`src/rtl/multiplier_seq_radix4_if.sv`:
```
// Operand/product handshake bundle for the radix-4 sequential multiplier.
// Master drives operands and accepts products; slave is the multiplier.
interface multiplier_seq_radix4_if #(
  parameter int WIDTH = 4
);
  logic               in_valid;
  logic               in_ready;
  logic [WIDTH-1:0]   m;
  logic [WIDTH-1:0]   q;
  logic               out_valid;
  logic               out_ready;
  logic [2*WIDTH-1:0] product;
  logic               busy;

  modport master (
    output in_valid, m, q, out_ready,
    input  in_ready, out_valid, product, busy
  );

  modport slave (
    input  in_valid, m, q, out_ready,
    output in_ready, out_valid, product, busy
  );
endinterface

```
`src/rtl/multiplier_seq_radix4.sv`:
```
// Sequential unsigned multiplier: one m x 2-bit row reused WIDTH/2 times,
// shift-accumulating into a 2*WIDTH product with valid/ready on both sides.
module multiplier_seq_radix4 #(
  parameter int WIDTH = 4
) (
  input logic                    clk,
  input logic                    rst_n,
  multiplier_seq_radix4_if.slave bus
);

  localparam int SL = WIDTH / 2;
  localparam int CW = $clog2(SL + 1);
  localparam logic [CW-1:0] LAST = CW'(SL - 1);

  if (WIDTH < 2 || (WIDTH % 2) != 0) begin : g_bad_width
    $error("multiplier_seq_radix4: WIDTH must be even and >= 2");
  end

  typedef enum logic [1:0] {
    IDLE,
    CALC,
    DONE
  } state_t;

  state_t             state_q;
  logic [CW-1:0]      cnt_q;
  logic [WIDTH-1:0]   m_q;
  logic [WIDTH-1:0]   q_q;
  logic [2*WIDTH-1:0] acc_q;
  logic [2*WIDTH-1:0] prod_q;
  logic               ov_q;
  logic               busy_q;

  logic [1:0]         slice;
  logic [WIDTH+1:0]   pp;
  logic [WIDTH+1:0]   s;
  logic [2*WIDTH+1:0] cat;
  logic [2*WIDTH-1:0] acc_d;
  logic               last;

  // One row: m times the current 2-bit slice, added to the upper half,
  // then the whole accumulator shifts right by one slice.
  always_comb begin
    slice = 2'(q_q >> {cnt_q, 1'b0});
    pp    = (WIDTH+2)'(m_q) * (WIDTH+2)'(slice);
    s     = (WIDTH+2)'(acc_q[2*WIDTH-1:WIDTH]) + pp;
    cat   = {s, acc_q[WIDTH-1:0]};
    acc_d = (2*WIDTH)'(cat >> 2);
    last  = (cnt_q == LAST);
  end

  // Control FSM with registered datapath and handshake outputs.
  always_ff @(posedge clk or negedge rst_n) begin
    if (!rst_n) begin
      state_q <= IDLE;
      cnt_q   <= '0;
      m_q     <= '0;
      q_q     <= '0;
      acc_q   <= '0;
      prod_q  <= '0;
      ov_q    <= 1'b0;
      busy_q  <= 1'b0;
    end else begin
      unique case (state_q)
        IDLE: begin
          if (bus.in_valid) begin
            m_q     <= bus.m;
            q_q     <= bus.q;
            acc_q   <= '0;
            cnt_q   <= '0;
            busy_q  <= 1'b1;
            state_q <= CALC;
          end
        end
        CALC: begin
          acc_q <= acc_d;
          cnt_q <= cnt_q + 1'b1;
          if (last) begin
            prod_q  <= acc_d;
            ov_q    <= 1'b1;
            state_q <= DONE;
          end
        end
        DONE: begin
          if (bus.out_ready) begin
            ov_q    <= 1'b0;
            busy_q  <= 1'b0;
            state_q <= IDLE;
          end
        end
        default: begin
          ov_q    <= 1'b0;
          busy_q  <= 1'b0;
          state_q <= IDLE;
        end
      endcase
    end
  end

  assign bus.in_ready  = (state_q == IDLE);
  assign bus.out_valid = ov_q;
  assign bus.product   = prod_q;
  assign bus.busy      = busy_q;

endmodule

```
`src/flat_wrapper.sv`:
```
// flat-port wrapper written by rule: the top's interface ports become plain ports
module multiplier_seq_radix4_flat 
#(
  parameter int WIDTH = 4
)
  (clk, rst_n, bus_in_valid, bus_m, bus_q, bus_out_ready, bus_in_ready, bus_out_valid, bus_product, bus_busy);
  multiplier_seq_radix4_if #(.WIDTH(WIDTH)) bus_i ();
  input logic clk;
  input logic rst_n;
  input wire logic [$bits(bus_i.in_valid)-1:0] bus_in_valid;
  input wire logic [$bits(bus_i.m)-1:0] bus_m;
  input wire logic [$bits(bus_i.q)-1:0] bus_q;
  input wire logic [$bits(bus_i.out_ready)-1:0] bus_out_ready;
  output wire logic [$bits(bus_i.in_ready)-1:0] bus_in_ready;
  output wire logic [$bits(bus_i.out_valid)-1:0] bus_out_valid;
  output wire logic [$bits(bus_i.product)-1:0] bus_product;
  output wire logic [$bits(bus_i.busy)-1:0] bus_busy;
  assign bus_i.in_valid = bus_in_valid;
  assign bus_i.m = bus_m;
  assign bus_i.q = bus_q;
  assign bus_i.out_ready = bus_out_ready;
  assign bus_in_ready = bus_i.in_ready;
  assign bus_out_valid = bus_i.out_valid;
  assign bus_product = bus_i.product;
  assign bus_busy = bus_i.busy;
  multiplier_seq_radix4 #(.WIDTH(WIDTH)) u_core (.clk(clk), .rst_n(rst_n), .bus(bus_i));
endmodule
```
`config.mk`:
```
export PLATFORM = sky130hd
export DESIGN_NAME = multiplier_seq_radix4_flat
export DESIGN_NICKNAME = d
export VERILOG_FILES = /design/src/rtl/multiplier_seq_radix4_if.sv /design/src/rtl/multiplier_seq_radix4.sv /design/src/flat_wrapper.sv
export SDC_FILE = /design/constraint.sdc
export NUM_CORES = 1
export LEC_CHECK = 0
export CORE_MARGIN = 4
export CORE_UTILIZATION = 45
export CTS_CLUSTER_DIAMETER = 50
export DETAILED_ROUTE_END_ITERATION = 16
export GPL_TIMING_DRIVEN = 1
export HOLD_SLACK_MARGIN = 0.02
export PLACE_DENSITY = 0.69
export SETUP_SLACK_MARGIN = 0.05
export SLEW_MARGIN = 10
export SYNTH_ARGS = -nofsm -noshare
export SYNTH_HDL_FRONTEND = slang
export SYNTH_SLANG_ARGS = --single-unit
```
`constraint.sdc`:
```
create_clock -name clk -period 6.6 [get_ports clk]
set_input_delay 0.99 -clock clk [delete_from_list [all_inputs] [get_ports clk]]
set_output_delay 0.99 -clock clk [all_outputs]
set_load 0.005 [all_outputs]
```
; Yosys cells after proc, flatten, opt, wreduce, memory -nomap -nowiden
; Index checks and enable logic that the tools add are counted.
[totals]
register_bits = 30
inputBits = 12
output_inout_bits = 11
elab_cells = 41
[op_classes]
n_addsub = 2
n_mul = 1
n_eq_ne = 6
shift = 1
muxes = 13
n_bitwise = 2
n_reduce_logical = 8
[op_table]
columns = operator, count
row1 = 8-bit one-hot mux with 2 select lines, 1
row2 = 3-bit AND reduction, 3
row3 = 2-bit 2-to-1 mux, 4
row4 = 8-bit 2-to-1 mux, 1
row5 = 4-bit by 6-bit adder with 6-bit output, 1
row6 = 4-bit by 2-bit multiplier with 6-bit output, 1
row7 = 1-bit one-hot mux with 3 select lines, 2
row8 = 2-bit one-hot mux with 3 select lines, 1
row9 = 2-bit AND reduction, 3
row10 = 2-bit by 1-bit equality test with 1-bit output (second input constant), 2
row11 = 2-bit inequality test (second input constant), 2
row12 = 2-bit one-hot mux with 2 select lines, 1
row13 = 4-bit by 3-bit >> shifter with 2-bit output, 1
row14 = 1-bit 2-to-1 mux, 3
row15 = 2-bit by 1-bit adder with 2-bit output (second input constant), 1
row16 = 2-bit equality test (second input constant), 1
row17 = 2-bit logical NOT, 1
row18 = 2-bit by 1-bit inequality test with 1-bit output (second input constant), 1
row19 = 1-bit NOT, 2
row20 = 2-bit nonzero test, 1

; Logic depth before layout (Yosys ltp)
; Gate-level depths: netlist of the first run.
[depth]
depth_word = 4
depth_mapped = 11
ltp_nobuf = 11

; Worst setup path after synthesis of the first run
; OpenSTA, ideal clock, no wires.
[synth_timing]
path_type = flip-flop to flip-flop
from = reg u_core.cnt_q[0]
to = reg u_core.acc_q[6]
setup_time_ns = 0.129
arrival_time_ns = 2.212
t_required_ns = 6.471
slack_ns = 4.259
path_stages_with_launch = 11
path_buffers = 0
period_less_slack_ns = 2.341
cell_sequence = dfrtp_1 mux2i_1 nor2_1 nand2_1 fa_1 inv_1 ha_1 a21o_1 a21oi_1 xor2_1 o22ai_1
[synth_via]
elab_chain_len = 4
[synth_lines]
columns = item, line
row1 = from (decl), multiplier_seq_radix4.sv:26  ; logic [CW-1:0] cnt_q;
row2 = from (signal assigned), multiplier_seq_radix4.sv:77  ; cnt_q <= cnt_q + 1'b1;
row3 = 4-bit by 3-bit >> shifter with 2-bit output, multiplier_seq_radix4.sv:44  ; slice = 2'(q_q >> {cnt_q, 1'b0});
row4 = 4-bit by 2-bit multiplier with 6-bit output, multiplier_seq_radix4.sv:45  ; pp = (WIDTH+2)'(m_q) * (WIDTH+2)'(slice);
row5 = 4-bit by 6-bit adder with 6-bit output, multiplier_seq_radix4.sv:46  ; s = (WIDTH+2)'(acc_q[2*WIDTH-1:WIDTH]) + pp;
row6 = 8-bit one-hot mux with 2 select lines, multiplier_seq_radix4.sv:64  ; unique case (state_q)
row7 = to (signal assigned), multiplier_seq_radix4.sv:59  ; acc_q <= '0;
row8 = to (signal assigned), multiplier_seq_radix4.sv:69  ; acc_q <= '0;
row9 = to (signal assigned), multiplier_seq_radix4.sv:76  ; acc_q <= acc_d;
row10 = to (decl), multiplier_seq_radix4.sv:29  ; logic [2*WIDTH-1:0] acc_q;
; Every way passes these cells.
; A chain may end at the register's enable or synchronous reset.

; Worst setup path after layout of the first run
; Ends and elaborated chain as after synthesis.

==> results of run 1 <==
layout make-up:
type | instances | area (um^2) | area share
Tap cell | 44 | 55.05 | 0.03191
Clock inverter | 1 | 30.03 | 0.01740
Inverter | 12 | 45.04 | 0.02611
Multi-Input combinational cell | 78 | 644.4 | 0.3735
Clock buffer | 3 | 22.52 | 0.01305
Sequential cell | 28 | 700.7 | 0.4061
Timing Repair Buffer | 23 | 227.7 | 0.1320
kinds of logic (layout without fill, tap and decap cells):
kind of cell / count (synthesis) / after routing / share of synthesized area
AO/OA/AOI/OAI: 23 / 23 / 0.09403
XOR/XNOR: 2 / 2 / 0.01230
adder cells (fa/ha/maj): 10 / 10 / 0.1090
buffers and inverters: 15 / 39 / 0.05536
flip-flops: 28 / 28 / 0.4921
multiplexers: 14 / 14 / 0.1327
AND/OR/NAND/NOR: 29 / 29 / 0.1046
cell usage after synthesis:
cell type	number	area, um^2
nor2_1	4	15.01
and2_1	4	25.02
dfrtp_1	28	700.7
xor2_1	2	17.52
nand2_2	1	6.260
mux2_2	3	33.78
nand2b_1	1	6.260
mux2_4	9	135.1
inv_1	12	45.04
fa_1	4	80.08
mux2i_1	2	20.02
nor2b_2	1	8.760
o21bai_1	1	7.510
o22ai_1	3	18.77
nand2_1	16	60.06
a21o_1	2	15.01
buf_6	3	33.78
a22o_1	2	17.52
nor2b_4	2	27.53
a21oi_1	5	25.02
ha_1	6	75.07
o21ai_0	10	50.05
flip-flops by register name (all words and copies together), names as in the netlist:
| signal | flops |
|---|---|
| u_core.bus.out_valid | 1 |
| u_core.state_q | 2 |
| u_core.bus.product | 8 |
| u_core.m_q | 4 |
| u_core.bus.busy | 1 |
| u_core.q_q | 4 |
| u_core.acc_q | 6 |
| u_core.cnt_q | 2 |
power breakdown:
| group | total (mW) | switching (mW) | internal [mW] | leakage [nW] |
|---|---|---|---|---|
| sequential | 0.301 | 0.0567 | 0.244 | 0.348 |
| combinational | 0.400 | 0.183 | 0.217 | 0.449 |
| clock | 0.112 | 0.0505 | 0.0615 | 0.0279 |
critical path, stage by stage (launching register included):
cell and delay (ns):
dfrtp_1 0.46, mux2i_1 0.14, nor2_1 0.18, nand2_1 0.11, fa_1 0.57, inv_1 0.07, ha_1 0.31, a21o_1 0.16
a21oi_1 0.17, xor2_1 0.22, o22ai_1 0.10
path summary, 6_finish.rpt:
| check | end | slack [ns] |
|---|---|---|
| worst max register to register | u_core.acc_q[6] | 4.00 |
| min in group asynchronous | u_core.bus.product[2] | 1.00 |
| worst min register to register | u_core.bus.product[5] | 0.49 |
| worst min-delay path | u_core.bus.product[5] | 0.49 |
| worst max-delay path | u_core.acc_q[6] | 4.00 |
| max in group asynchronous | u_core.bus.product[6] | 5.34 |
layer usage:
metal / share of wire / up-vias / GRT usage
met5: 0 / - / 0
met1: 0.43 / 457 / 0.1605
met2: 0.49 / 28 / 0.2268
met4: 0.025 / 0 / 0.06596
met3: 0.053 / 7 / 0.02460
li1: - / 450 / -
==> flow_summary.json, run 1 <==
{
  "reg2reg_from": "u_core.cnt_q[0]",
  "max_slew.worst_pin.slew_ns": 0.4905,
  "die_x_um": 64.25,
  "fmaxAchievable_ghz": 0.3850,
  "clock-root-buffer": "clkbuf_4",
  "postCtsResizedCells": 0,
  "fin_nets": 168,
  "cp.required_ns": 6.82,
  "layout-drive-gt1-share": 0.1448,
  "syn_inst": 121,
  "clockBufferDepth": 2,
  "startpoint_type": "register",
  "antenna_cells": 0,
  "vias": 942,
  "wl_per_cell_um": 12.70,
  "grt_pass1_vias": 954,
  "postCtsSetupBuffers": 0,
  "hold_class": "register to register",
  "wirelength_um": 2401,
  "dp_slack_ns": 4.020,
  "finalSetupViolCount": 0,
  "hold_start": "u_core.bus.product[5]",
  "grt-ovfl-total": 0,
  "p_total_mw": 0.8132,
  "drv_cap": 0,
  "cts_sinks": 28,
  "drc": 0,
  "coreArea_um2": 3028,
  "top_level_ports": 23,
  "placed_cells_incl_taps": 185,
  "fin_util": 0.5698,
  "dieArea_um2": 4128,
  "final_common_cell": "dfrtp_1",
  "hpwl_um": 1777,
  "min_period_ns": 2.597,
  "syn_avg_cell_area_um2": 11.77,
  "grt_pass1_wl_um": 4264,
  "hold_viol_final": 0,
  "hold_path_depth": 2,
  "syn_to_final_growth_pct": 21.18,
  "cts-htree-levels": 1,
  "critPathLaunch": "u_core.cnt_q[0]",
  "status": "finished, final reports clean",
  "worstPathArrival_ns": 2.81,
  "yosysWarnings": 0,
  "critPathMaxFanout": 5,
  "place_congestion": 0.7206,
  "skew_ns": 0.001571,
  "first_pass_iters": 4,
  "slew_headroom": 0.6723,
  "finalNonFillerCells": 189,
  "avgViaCountPerCell": 4.984,
  "end_kind": "register",
  "rows": 20,
  "rsz0062_at_grt": "no",
  "finalCritPeriodShare": 0.3935,
  "worst_skew_pair.late_latency_ns": 0.33,
  "io_buffers": 22,
  "place_area_um2": 1673,
  "cts.reportedPaths.clkPinSlew_ns": 0.15,
  "fill_cells": 258,
  "grt_antenna_before_repair": 0,
  "grt_use_total": 0.1332,
  "ys_ff_latch": 28,
  "cts_tree": "yes",
  "final.setup.worst_slack_ns": 4.003,
  "synth_area_um2": 1424,
  "ys_seq_area_frac": 0.4921,
  "final_area_um2": 1725,
  "whs_ns": 0.4948,
  "power_density_nw_per_um2": 471.3,
  "detail-route-antenna-nets": 0,
  "final_cell_mix": "28 x dfrtp_1, 22 x clkdlybuf4s50_1, 16 x nand2_1, 12 x inv_1, 10 x o21ai_0",
  "drtIter0Drc": 26,
  "crit_type": "register to register",
  "start_util": 0.4702,
  "power.leakage_nw": 0.8252,
  "fin_tns_setup_ns": 0,
  "synth.distinct_cells": 22,
  "grt_start_max_net_pins": 29,
  "die_y_um": 64.25,
  "postCtsHoldBufs": 0,
  "reg2reg_depth": 10,
  "ir_drop_v": 0.0001772,
  "cts_buffers": 3,
  "synth_nets": 143,
  "report.final.slew_viol_count": 0
}
No activity file was read; power rests on OpenSTA's default activity.
==> inputs of run 2 (changes only) <==
- PLACE_DENSITY: 0.69 -> 0.72
- clock period: 6.6 -> 2.3 ns (I/O delays scaled with it)
==> run 2 against run 1 <==
Net effect:
- clock skew is 0.011 ns higher
- critical path type unchanged
- hold slack got worse by 0.15 ns
- the flow now finishes with violations (negative setup slack)
- critical endpoint is now u_core.acc_q[7]
- sequential power increased to 2.9 times the previous value
==> flow_summary.json, run 2 (synthesis gave the netlist of run 1 again) <==
{
  "status": "complete, but fails checks",
  "violations": "negative setup slack",
  "cts-htree-levels": 1,
  "clock-root-buffer": "clkbuf_4",
  "drc": 0,
  "hpwl_um": 1875,
  "swShare": 0.3478,
  "worst_skew_pair.late_latency_ns": 0.34,
  "fin_util": 0.6041,
  "dp_slack_ns": -0.1590,
  "fmaxAchievable_ghz": 0.4088,
  "slew_headroom": 0.6543,
  "first_pass_iters": 4,
  "seqPwrFrac": 0.334,
  "grt_start_max_net_pins": 29,
  "fin_nets": 177,
  "drtIter0Drc": 28,
  "critPathMaxFanout": 4,
  "antenna_cells": 0,
  "die_y_um": 64.25,
  "grt_use_total": 0.1381,
  "hold_class": "primary input to asynchronous set/reset pin",
  "start_util": 0.4702,
  "clockBufferDepth": 2,
  "rsz0062_at_grt": "yes",
  "grt_antenna_before_repair": 0,
  "cts.reportedPaths.clkPinSlew_ns": 0.15,
  "detail-route-antenna-nets": 0,
  "hold_viol_final": 0,
  "cts_tree": "yes",
  "crit_type": "register to register",
  "power_density_nw_per_um2": 1415,
  "min_period_ns": 2.446,
  "fin_tns_setup_ns": -0.5084,
  "p_sw_mw": 0.9000,
  "p_total_mw": 2.588,
  "postCtsHoldBufs": 0,
  "report.final.slew_viol_count": 0,
  "power.leakage_nw": 0.8669,
  "whs_ns": 0.3495,
  "power_frac_comb": 0.541,
  "vias": 955,
  "cts_sinks": 28,
  "cpMostUsedCell": "inv_2",
  "grt_pass1_wl_um": 4471,
  "wl_per_cell_um": 12.32,
  "fill_cells": 238,
  "ir_drop_v": 0.0005467,
  "path_cells": "mux2i_1 > nor2_2 > and2_4 > fa_1 > ha_2 > inv_2 > fa_2 > inv_2 > a21o_1 > a21oi_2 > o22ai_1",
  "place_congestion": 0.7689,
  "dieArea_um2": 4128,
  "io_buffers": 22,
  "skew_ns": 0.01300,
  "cp.required_ns": 2.56,
  "pwr-share-clk": 0.125,
  "die_x_um": 64.25,
  "final_common_cell": "dfrtp_1",
  "rows": 20,
  "finalCritPeriodShare": 1.064,
  "slowest_stage": "fa_1",
  "worstPathArrival_ns": 2.70,
  "end_kind": "register",
  "final.setup.worst_slack_ns": -0.1461,
  "syn_to_final_growth_pct": 28.47,
  "slowest_delay_ns": 0.50,
  "startpoint_type": "register",
  "final_cell_mix": "28 x dfrtp_1, 22 x clkdlybuf4s50_1, 16 x nand2_1, 10 x inv_1, 10 x buf_4",
  "coreArea_um2": 3028,
  "drv_cap": 0,
  "largest_reg_flops": 8,
  "wirelength_um": 2440,
  "finalSetupViolCount": 7,
  "max_slew.worst_pin.slew_ns": 0.5174,
  "layout-drive-gt1-share": 0.2662,
  "avgViaCountPerCell": 4.823,
  "p_int_mw": 1.688,
  "grt-ovfl-total": 0,
  "cts_buffers": 3,
  "top_level_ports": 23,
  "grt_pass1_vias": 1004
}
## run 2: cell types whose count changed in the layout (fill, tap and decap cells not counted), moves of 2 or more
cell,previous run,this run
a21oi_2,0,2
and2_1,4,2
o21ai_0,10,5
a21oi_1,5,3
inv_2,0,2
buf_4,1,10
o21ai_1,0,4
inv_1,12,10
ha_1,6,4
and2_4,0,2
## run 2: power groups by stage
| stage | Sequential (mW) | Clock [mW] | Combinational [mW] |
|---|---|---|---|
| finish | 0.865 | 0.323 | 1.40 |
| floorplan | 0.829 | 0 | 0.873 |
| detailed placement | 0.876 | 0 | 1.28 |
| global route | 0.903 | 0.351 | 1.59 |
| CTS | 0.865 | 0.330 | 1.36 |
| global placement | 0.867 | 0 | 1.23 |
## run 2: routing by layer
layer / routed length (um) / vias to the layer above / part of all wire / GRT usage
met5: 0 / - / 0 / 0
met2: 1240 / 18 / 0.51 / 0.2384
li1: - / 468 / - / -
met3: 91 / 3 / 0.037 / 0.02285
met4: 30 / 0 / 0.012 / 0.05541
met1: 1077 / 466 / 0.44 / 0.1710
## run 2: worst paths after layout
kind | start | end | slack (ns) | cells past startpoint
worst min register to register | u_core.bus.product[4] | u_core.bus.product[4] | 0.50 | 2
min in group clk | u_core.bus.product[4] | u_core.bus.product[4] | 0.50 | 2
worst min-delay path | rst_n | u_core.bus.product[0] | 0.35 | 2
worst max-delay path | u_core.cnt_q[0] | u_core.acc_q[7] | -0.15 | 11
worst max register to register | u_core.cnt_q[0] | u_core.acc_q[7] | -0.15 | 11
max in group asynchronous | rst_n | u_core.acc_q[6] | 1.69 | 2
## run 2: what timing repair did
item,CTS,global route
resized for setup,4,6
pin swaps,11,9
setup endpoints to repair,8,8
buffers inserted,3,1
## run 2: final cells by class
type,count,area (um^2),area share
Clock inverter,1,30.03,0.01642
Sequential cell,28,700.7,0.3830
Timing Repair Buffer,32,295.3,0.1614
Inverter,12,45.04,0.02462
Multi-Input combinational cell,78,680.7,0.3721
Tap cell,44,55.05,0.03010
Clock buffer,3,22.52,0.01231
## run 2: critical path: cells and delay by family, from the launching register on
kind	cells	cell delay [ns]
adders and majority gates	3	1.05
DFF	1	0.43
AOI/OAI and AO/OA	3	0.34
muxes	1	0.23
and+or+nand+nor	2	0.21
buffers and inverters	2	0.10
## run 2: per-stage QoR
stage / cell area [um^2] / instances
after floorplan: 1436 / 121
after global placement: 1730 / 191
after detailed placement: 1730 / 191
after CTS: 1810 / 197
after global routing: 1829 / 198
final: 1829 / 198
==> inputs of run 3 (changes only) <==
- CTS_BUF_LIST: not set -> sky130_fd_sc_hd__clkbuf_8
==> run 3 against run 2 <==
Net effect:
- the flow still finishes with violations (negative setup slack)
- highest routed layer unchanged
- critical path depth did not move
- largest power group unchanged
- core utilization rose by 0.87 points
- hold slack improved by 0.079 ns
- global-route usage rose by 0.49 points
- largest cell class unchanged
- combinational power rose by 3%
- first-iteration DRC count rose by 7.1%
- clock power rose by 19%
- flip-flop and latch count did not move
- setup slack got worse by 0.033 ns
==> flow_summary.json, run 3 (synthesis gave the netlist of run 1 again) <==
{
  "worst_skew_pair.late_latency_ns": 0.28,
  "whs_ns": 0.4290,
  "cts_sinks": 28,
  "cts_tree": "yes",
  "clock-root-buffer": "clkbuf_8",
  "multi_input_area_um2": 680.7,
  "power.leakage_nw": 0.8793,
  "wl_per_cell_um": 12.64,
  "finalCritPeriodShare": 1.078,
  "detail-route-antenna-nets": 0,
  "rows": 20,
  "pwr-share-clk": 0.143,
  "violations": "negative setup slack",
  "finalSetupViolCount": 8,
  "fill_cells": 240,
  "place_congestion": 0.7689,
  "die_x_um": 64.25,
  "hold_class": "primary input to asynchronous set/reset pin",
  "seqPwrFrac": 0.321,
  "antenna_cells": 0,
  "top_level_ports": 23,
  "fmaxAchievable_ghz": 0.4033,
  "final_cell_mix": "28 x dfrtp_1, 22 x clkdlybuf4s50_1, 16 x nand2_1, 11 x buf_4, 10 x inv_1",
  "gr-usage-met1": 0.1733,
  "grt_antenna_before_repair": 0,
  "start_util": 0.4702,
  "end_kind": "register",
  "grt_pass1_vias": 1035,
  "dieArea_um2": 4128,
  "largest_reg_flops": 8,
  "fin_nets": 178,
  "layout-drive-gt1-share": 0.2710,
  "startpoint_type": "register",
  "cp.required_ns": 2.49,
  "p_int_mw": 1.774,
  "max_slew.worst_pin.slew_ns": 0.5114,
  "ir_drop_v": 0.0005962,
  "coreArea_um2": 3028,
  "slew_headroom": 0.6583,
  "hpwl_um": 1875,
  "power_density_nw_per_um2": 1452,
  "drc": 0,
  "vias": 965,
  "syn_to_final_growth_pct": 30.32,
  "placed_cells_incl_taps": 191,
  "grt-ovfl-total": 0,
  "clockBufferDepth": 2,
  "min_period_ns": 2.480,
  "wirelength_um": 2515,
  "grt_pass1_wl_um": 4643,
  "cts.reportedPaths.clkPinSlew_ns": 0.10,
  "die_y_um": 64.25,
  "cts_buffers": 3,
  "reg2reg_depth": 11,
  "p_total_mw": 2.694,
  "ff_latch_area_um2": 700.7,
  "swShare": 0.3413,
  "io_buffers": 22,
  "first_pass_iters": 4,
  "grtUsageMet3": 0.03339,
  "cts-htree-levels": 1,
  "worstPathArrival_ns": 2.67,
  "finalNonFillerCells": 199,
  "drv_cap": 0,
  "skew_ns": 0.008893,
  "hold_viol_final": 0,
  "final.setup.worst_slack_ns": -0.1796,
  "final_common_cell": "dfrtp_1",
  "grt.busiest_layer": "met2",
  "report.final.slew_viol_count": 0,
  "p_sw_mw": 0.9193,
  "grt_start_max_net_pins": 29,
  "avgViaCountPerCell": 4.849,
  "status": "complete, but fails checks",
  "grt_util_met2": 0.2564,
  "grt_use_total": 0.1430,
  "drtIter0Drc": 30,
  "crit_type": "register to register",
  "rsz0062_at_grt": "yes",
  "power_frac_comb": 0.536,
  "critPathMaxFanout": 4
}
-- run 3: changes by cell type in the layout (fill, tap and decap cells not counted) --
cell / previous run / this run
clkbuf_8: 0 / 3
clkbuf_4: 3 / 0
buf_4: 10 / 11
-- run 3: worst paths after layout --
path	from	endpoint	slack [ns]
min in group clk	u_core.bus.product[4]	u_core.bus.product[4]	0.49
worst max register to register	u_core.cnt_q[0]	u_core.acc_q[7]	-0.18
max in group asynchronous	rst_n	u_core.acc_q[6]	1.61
worst min register to register	u_core.bus.product[4]	u_core.bus.product[4]	0.49
worst min-delay path	rst_n	u_core.bus.product[0]	0.43
worst max-delay path	u_core.cnt_q[0]	u_core.acc_q[7]	-0.18
-- run 3: layout make-up --
class | count | share of cell area
timing repair buffer | 33 | 0.1632
sequential | 28 | 0.3776
clock buffer | 3 | 0.02225
clock inverter | 1 | 0.01618
multi-input combinational | 78 | 0.3668
tap | 44 | 0.02967
inverter | 12 | 0.02428
-- run 3: routing by layer --
| layer | routed length (um) | up-vias |
|---|---|---|
| met4 | 31 | 0 |
| met2 | 1271 | 20 |
| met3 | 107 | 4 |
| met1 | 1105 | 473 |
| met5 | 0 | - |
| li1 | - | 468 |
-- run 3: stage by stage --
step                 TNS, ns    util  cell area (um^2)  setup slack, ns
floorplan           -0.05572       -              1436         -0.02852
global placement     -0.2020  0.5715              1730         -0.09216
detailed placement   -0.5235  0.5715              1730          -0.1590
CTS                  -0.5325  0.6041              1829          -0.1522
global route          -1.922  0.6128              1856          -0.3485
finish               -0.6115  0.6128              1856          -0.1796
-- run 3: power by group through the flow --
| stage | combinational [mW] | sequential [mW] | clock (mW) |
|---|---|---|---|
| after global routing | 1.64 | 0.903 | 0.413 |
| after detailed placement | 1.28 | 0.876 | 0 |
| final | 1.44 | 0.866 | 0.384 |
| after global placement | 1.23 | 0.867 | 0 |
| after CTS | 1.38 | 0.867 | 0.395 |
| after floorplan | 0.873 | 0.829 | 0 |
-- run 3: what timing repair did --
action	CTS	global route
hold buffers	0	0
endpoints found under the setup margin	8	8
setup buffers	2	2
resized for setup	4	6
pin swaps	11	8
endpoints found under the hold margin	0	0
-- run 3: critical path: stages, from the launching register on --
cell,delay [ns]
dfrtp_1,0.42
mux2i_1,0.14
nor2_2,0.16
nand2_1,0.10
fa_1,0.47
buf_4,0.15
buf_4,0.13
fa_2,0.40
inv_2,0.06
a21o_1,0.14
a21oi_2,0.08
o22ai_1,0.17
